<file path="src/rtl/dadder_cp_responder.sv">
`default_nettype none
// ============================================================================
// Module   : dadder_cp_responder
// Purpose  : Responder end of the dadder control-plane (CP) interface.
//            Accepts one register read/write request at a time, returns one
//            response per granted request, and holds the operand/control
//            registers plus a multi-cycle add sequencer.
// Ports    : clk, reset (async, active-high)
//            req/gnt/we/addr/wdata  - request channel (accepted on req&gnt)
//            rvalid/rready/rdata/err- response channel (held until accepted)
//            busy                   - add in progress (STATUS[0])
// Register map (byte address, bits [1:0] ignored):
//            0x00 CTRL  W : bit0 start, bit1 clr_done (reads 0)
//            0x04 OP_A  RW
//            0x08 OP_B  RW
//            0x0C RESULT RO
//            0x10 STATUS RO: bit0 busy, bit1 carry, bit2 done
// Option   : DADDER_CP_ERR_EN - when defined, unmapped accesses and writes
//            to RESULT/STATUS return err=1, rdata=0, with no side effect.
// Revision : 1.0 - initial release
// ============================================================================
module dadder_cp_responder #(
    parameter int ADDR_W      = 8,
    parameter int DATA_W      = 32,
    parameter int ADD_LATENCY = 3
) (
    input  logic              clk,
    input  logic              reset,
    input  logic              req,
    output logic              gnt,
    input  logic              we,
    input  logic [ADDR_W-1:0] addr,
    input  logic [DATA_W-1:0] wdata,
    output logic              rvalid,
    input  logic              rready,
    output logic [DATA_W-1:0] rdata,
    output logic              err,
    output logic              busy
);

    localparam logic [ADDR_W-3:0] c_W_CTRL   = (ADDR_W-2)'(0);
    localparam logic [ADDR_W-3:0] c_W_OP_A   = (ADDR_W-2)'(1);
    localparam logic [ADDR_W-3:0] c_W_OP_B   = (ADDR_W-2)'(2);
    localparam logic [ADDR_W-3:0] c_W_RESULT = (ADDR_W-2)'(3);
    localparam logic [ADDR_W-3:0] c_W_STATUS = (ADDR_W-2)'(4);
    localparam logic [3:0]        c_LAT      = 4'(ADD_LATENCY);

    typedef enum logic [0:0] {
        ST_IDLE = 1'b0,
        ST_RESP = 1'b1
    } state_t;

    state_t r_state, w_state_nxt;

    logic [DATA_W-1:0] r_op_a, r_op_b, r_snap_a, r_snap_b, r_result, r_rdata;
    logic [3:0]        r_cnt;
    logic              r_busy, r_carry, r_done, r_err;

    logic              w_acc, w_rvalid, w_bad, w_wr, w_rd;
    logic              w_sel_ctrl, w_sel_a, w_sel_b, w_sel_res, w_sel_stat, w_mapped;
    logic              w_start, w_clr, w_complete;
    logic [ADDR_W-3:0] w_word;
    logic [DATA_W:0]   w_sum;
    logic [DATA_W-1:0] w_rdata_mux;
    logic [1:0]        w_unused_addr_bits;

    // ------------------------------------------------------------------
    // Handshake
    // ------------------------------------------------------------------
    assign w_rvalid = (r_state == ST_RESP);
    // A new request can be taken while the current response is being
    // consumed, which gives one response per cycle on back-to-back traffic.
    assign gnt      = !reset && (r_state == ST_IDLE || (w_rvalid && rready));
    assign w_acc    = req && gnt;

    always_ff @(posedge clk or posedge reset) begin
        if (reset) begin
            r_state <= ST_IDLE;
        end else begin
            r_state <= w_state_nxt;
        end
    end

    always_comb begin
        w_state_nxt = r_state;
        if (w_acc) begin
            w_state_nxt = ST_RESP;
        end else if (w_rvalid && rready) begin
            w_state_nxt = ST_IDLE;
        end
    end

    // ------------------------------------------------------------------
    // Address decode
    // ------------------------------------------------------------------
    assign w_word             = addr[ADDR_W-1:2];
    assign w_unused_addr_bits = addr[1:0];
    assign w_sel_ctrl         = (w_word == c_W_CTRL);
    assign w_sel_a            = (w_word == c_W_OP_A);
    assign w_sel_b            = (w_word == c_W_OP_B);
    assign w_sel_res          = (w_word == c_W_RESULT);
    assign w_sel_stat         = (w_word == c_W_STATUS);
    assign w_mapped           = w_sel_ctrl | w_sel_a | w_sel_b | w_sel_res | w_sel_stat;

`ifdef DADDER_CP_ERR_EN
    assign w_bad = !w_mapped || (we && (w_sel_res || w_sel_stat));
`else
    assign w_bad = 1'b0;
`endif

    // Erroring accesses are stripped of all side effects here.
    assign w_wr = w_acc && we  && !w_bad;
    assign w_rd = w_acc && !we && !w_bad;

    always_comb begin
        w_rdata_mux = '0;
        if (w_sel_a) begin
            w_rdata_mux = r_op_a;
        end else if (w_sel_b) begin
            w_rdata_mux = r_op_b;
        end else if (w_sel_res) begin
            w_rdata_mux = r_result;
        end else if (w_sel_stat) begin
            w_rdata_mux[2:0] = {r_done, r_carry, r_busy};
        end
    end

    // ------------------------------------------------------------------
    // Add sequencer
    // ------------------------------------------------------------------
    assign w_start    = w_wr && w_sel_ctrl && wdata[0] && !r_busy;
    assign w_clr      = (w_rd && w_sel_stat) || (w_wr && w_sel_ctrl && wdata[1]);
    assign w_complete = r_busy && (r_cnt == 4'd1);
    assign w_sum      = {1'b0, r_snap_a} + {1'b0, r_snap_b};

    always_ff @(posedge clk or posedge reset) begin
        if (reset) begin
            r_op_a   <= '0;
            r_op_b   <= '0;
            r_snap_a <= '0;
            r_snap_b <= '0;
            r_result <= '0;
            r_cnt    <= '0;
            r_busy   <= 1'b0;
            r_carry  <= 1'b0;
            r_done   <= 1'b0;
            r_rdata  <= '0;
            r_err    <= 1'b0;
        end else begin
            if (w_wr && w_sel_a) begin
                r_op_a <= wdata;
            end
            if (w_wr && w_sel_b) begin
                r_op_b <= wdata;
            end

            // The add runs on snapshots so operand writes during an add
            // only affect the next one.
            if (w_start) begin
                r_snap_a <= r_op_a;
                r_snap_b <= r_op_b;
                r_busy   <= 1'b1;
                r_cnt    <= c_LAT;
            end else if (w_complete) begin
                r_result <= w_sum[DATA_W-1:0];
                r_carry  <= w_sum[DATA_W];
                r_busy   <= 1'b0;
                r_cnt    <= '0;
            end else if (r_busy) begin
                r_cnt    <= r_cnt - 4'd1;
            end

            // Completion has priority over a same-cycle clear.
            if (w_complete) begin
                r_done <= 1'b1;
            end else if (w_clr) begin
                r_done <= 1'b0;
            end

            // Response payload is captured only on acceptance, so it stays
            // stable for as long as the initiator stalls.
            if (w_acc) begin
                r_rdata <= w_rd ? w_rdata_mux : '0;
                r_err   <= w_bad;
            end
        end
    end

    assign rvalid = w_rvalid;
    assign rdata  = r_rdata;
    assign err    = r_err;
    assign busy   = r_busy;

endmodule
`default_nettype wire

</file>
<file path="config.mk">
export PLATFORM = sky130hd
export DESIGN_NAME = dadder_cp_responder
export DESIGN_NICKNAME = d
export VERILOG_FILES = /design/src/rtl/dadder_cp_responder.sv
export SDC_FILE = /design/constraint.sdc
export NUM_CORES = 1
export LEC_CHECK = 0
export CAP_MARGIN = 10
export CORE_MARGIN = 2
export CORE_UTILIZATION = 30
export CTS_CLUSTER_SIZE = 20
export DETAILED_ROUTE_END_ITERATION = 6
export GPL_TIMING_DRIVEN = 1
export SLEW_MARGIN = 20
export SYNTH_ARGS = -nofsm -noshare
export SYNTH_HDL_FRONTEND = slang
export SYNTH_SLANG_ARGS = --single-unit
</file>
<file path="constraint.sdc">
create_clock -name clk -period 9 [get_ports clk]
set_input_delay 2.25 -clock clk [delete_from_list [all_inputs] [get_ports clk]]
set_output_delay 2.25 -clock clk [all_outputs]
set_load 0.005 [all_outputs]
</file>
==> flow_summary.ini <==
[worst_setup_path]
startpoint_type = input port
crit_arrival_ps = 6140
rr_startpoint = rvalid
end_kind = register
critPathKind = in -> reg
reg2regPathDepth = 8
cp_max_fo = 61
r2r-end = r_snap_a[17]
cp.required_ps = 9320
reg2reg_slack_ps = 5690

[placed_design]
gp_congestion = 0.831
io_buffers = 77
dp.cells = 1430
dpl_cell_area_um2 = 11500
hpwl_um = 16800
dp_slack_ps = 2680

[synth]
synthCells = 938
synthDistinctLibCells = 62
netlist.area_leader.share_pct = 48.2
synth_ff_type = dfrtp_1
ys_seq_elements = 200
syn-num-nets = 1018
yosys_warnings = 0
ys_seq_area_share_pct = 48.2
synth_top_area_cell = dfrtp_1
synth_edf_count = 0
syn_area_per_cell_um2 = 11.1
syn-cell-area_um2 = 10400
ys_top_cells_by_area = dfrtp_1 48%, mux2_4 13%, mux2_2 4.1%
async_flop_share_pct = 100

[cts]
clk_latency_ps = 440
postCtsSetupRepairBufs = 0
htreeDepth = 4
cts_tree = done
clk_path_buf_depth = 2
cts_inserted_buffers = 17
post_cts_hold_buffer_count = 0
root_buffer = clkbuf_16
ctsResizeCount = 0
numClockSinks = 200
cts.clk_slew.worst_paths_ps = 70

[die]
io_pins = 81
fp.dieArea_um2 = 36100
die_h_um = 190
start_util_pct = 30.3
dieWidth_um = 190
core_um2 = 34300
rows = 68

[global_routing]
grt_pass1_vias = 7539
antenna_found_initial = 0
grt_use_total_pct = 14.6
overflow = 0
grt_max_degree = 76
grt_pass1_wl_um = 41700

[final_layout]
finalNonFillerCells = 1462
finalInstanceArea_um2 = 12200
syn2layout_area_growth_pct = 17.5
fin_nets = 1074
final_cell_mix = 200 x dfrtp_1, 107 x nand2_1, 90 x mux2_4, 79 x a21oi_1
layout-drive-gt1-share_pct = 18.8
fin_util_pct = 35.6
antennaDiodeCount = 0
final_common_cell = dfrtp_1

[job]
drv_cap = 0

[detailed_routing]
ant_nets = 0
drtIter0Drc = 451
drc = 0
detail_route.wl_per_cell_um = 17.4
num_vias = 7288
vias_per_cell = 4.98
routed_wl_um = 25400
dr.pass1.iters = 5

[power]
finalPower_mw = 1.96
p_leak_nw = 5.65
power_density_nw_per_um2 = 161
peakVddDrop_v = 0.000129

[sta]
rsz0062_at_grt = false
hold_viol = 0
clock-skew-final_ps = 12.2
slew_headroom_pct = 38.0
period_needed_ps = 5820
fin_crit_sh_pct = 64.7
slew_viol_final = 0
whs_ps = 479
fmax_mhz = 172
fin_ws_ps = 3180
setup_tns_ps = 0
tightestPinTransition_ps = 930
setup_viol = 0

[worst_hold_path]
whs_endpoint = rdata[6]
min_path_cells = 2
hold_class = reg -> reg
worstHoldStart = rdata[6]

[outcome]
status = complete, no violations
worst max path at each step:
stage          start  cells after the start           end  slack [ps]
6_report       reset                     10  r_snap_a[17]        3180
5_1_grt        reset                     10  r_snap_a[16]        2920
4_1_cts        reset                     10  r_snap_a[17]        3120
3_5_place_dp   reset                     10  r_snap_a[17]        2680
3_3_place_gp   reset                     10  r_snap_b[17]        2730
2_1_floorplan  reset                      2           gnt        1110
logic make-up (layout without fill, tap and decap cells):
logic type               count (synthesis)  count (layout)  synth area share, %
AO/OA/AOI/OAI                          244             244                 14.1
AND/OR/NAND/NOR                        238             238                 10.6
flip-flops                             200             200                 48.2
multiplexers                           128             128                 17.1
buffers and inverters                   71             140                 3.88
adder cells (fa/ha/maj)                 35              35                 4.29
XOR/XNOR                                21              21                 1.77
other                                    1               1               0.0361
cell type report:
type	instances	area, um^2
fillers	3408	22100
flip-flops and latches	200	5000
well taps	455	569
clock buffers	19	453
multi-input cells	667	5010
clock inverters	13	215
inverters	17	67.6
repair buffers	91	876
synthesized netlist by cell type (4+ instances only):
cell,instances
and3_1,6
nand2_1,107
o211ai_1,6
buf_6,4
ha_1,34
inv_1,17
nand2b_1,4
xnor2_1,11
mux2_4,90
o21bai_1,6
nand4_1,10
a21oi_1,79
mux2_2,38
o21ai_0,77
a21o_1,8
nand3_1,12
buf_12,6
clkbuf_1,37
o21a_1,4
nor2_1,61
dfrtp_1,200
nor3_1,14
buf_2,4
o31ai_1,35
xor2_1,10
a31oi_1,4
worst max-delay path, cell delays in order:
cell and delay, ps:
clkdlybuf4s50_1 440, clkinvlp_4 80, buf_4 630, nand3_2 100, buf_4 340, or3_4 470, nor4b_4 340, and2b_4 590
buf_4 500, mux2_4 340
routing by layer:
layer	vias up	wire, um	part of all wire, %	track usage [%]
met5	-	0	0	0
met4	0	206	0.81	2.86
met3	17	1230	4.8	2.67
met2	184	11600	46	23.6
met1	3617	12400	49	20.4
li1	3470	-	-	-
sequential cells by signal (all words and copies together) (netlist names):
signal    count
busy          1
r_carry       1
r_cnt         4
r_done        1
r_op_a       32
r_op_b       32
r_result     32
r_snap_a     32
r_snap_b     32
rdata        32
rvalid        1
power by group:
| part | leakage (nW) | total (mW) | switching (mW) | internal, mW |
|---|---|---|---|---|
| Clock | 0.318 | 0.875 | 0.362 | 0.512 |
| Sequential | 2.77 | 0.956 | 0.0298 | 0.926 |
| Combinational | 2.57 | 0.129 | 0.0680 | 0.0608 |
Power figures use the tool's default switching activity.
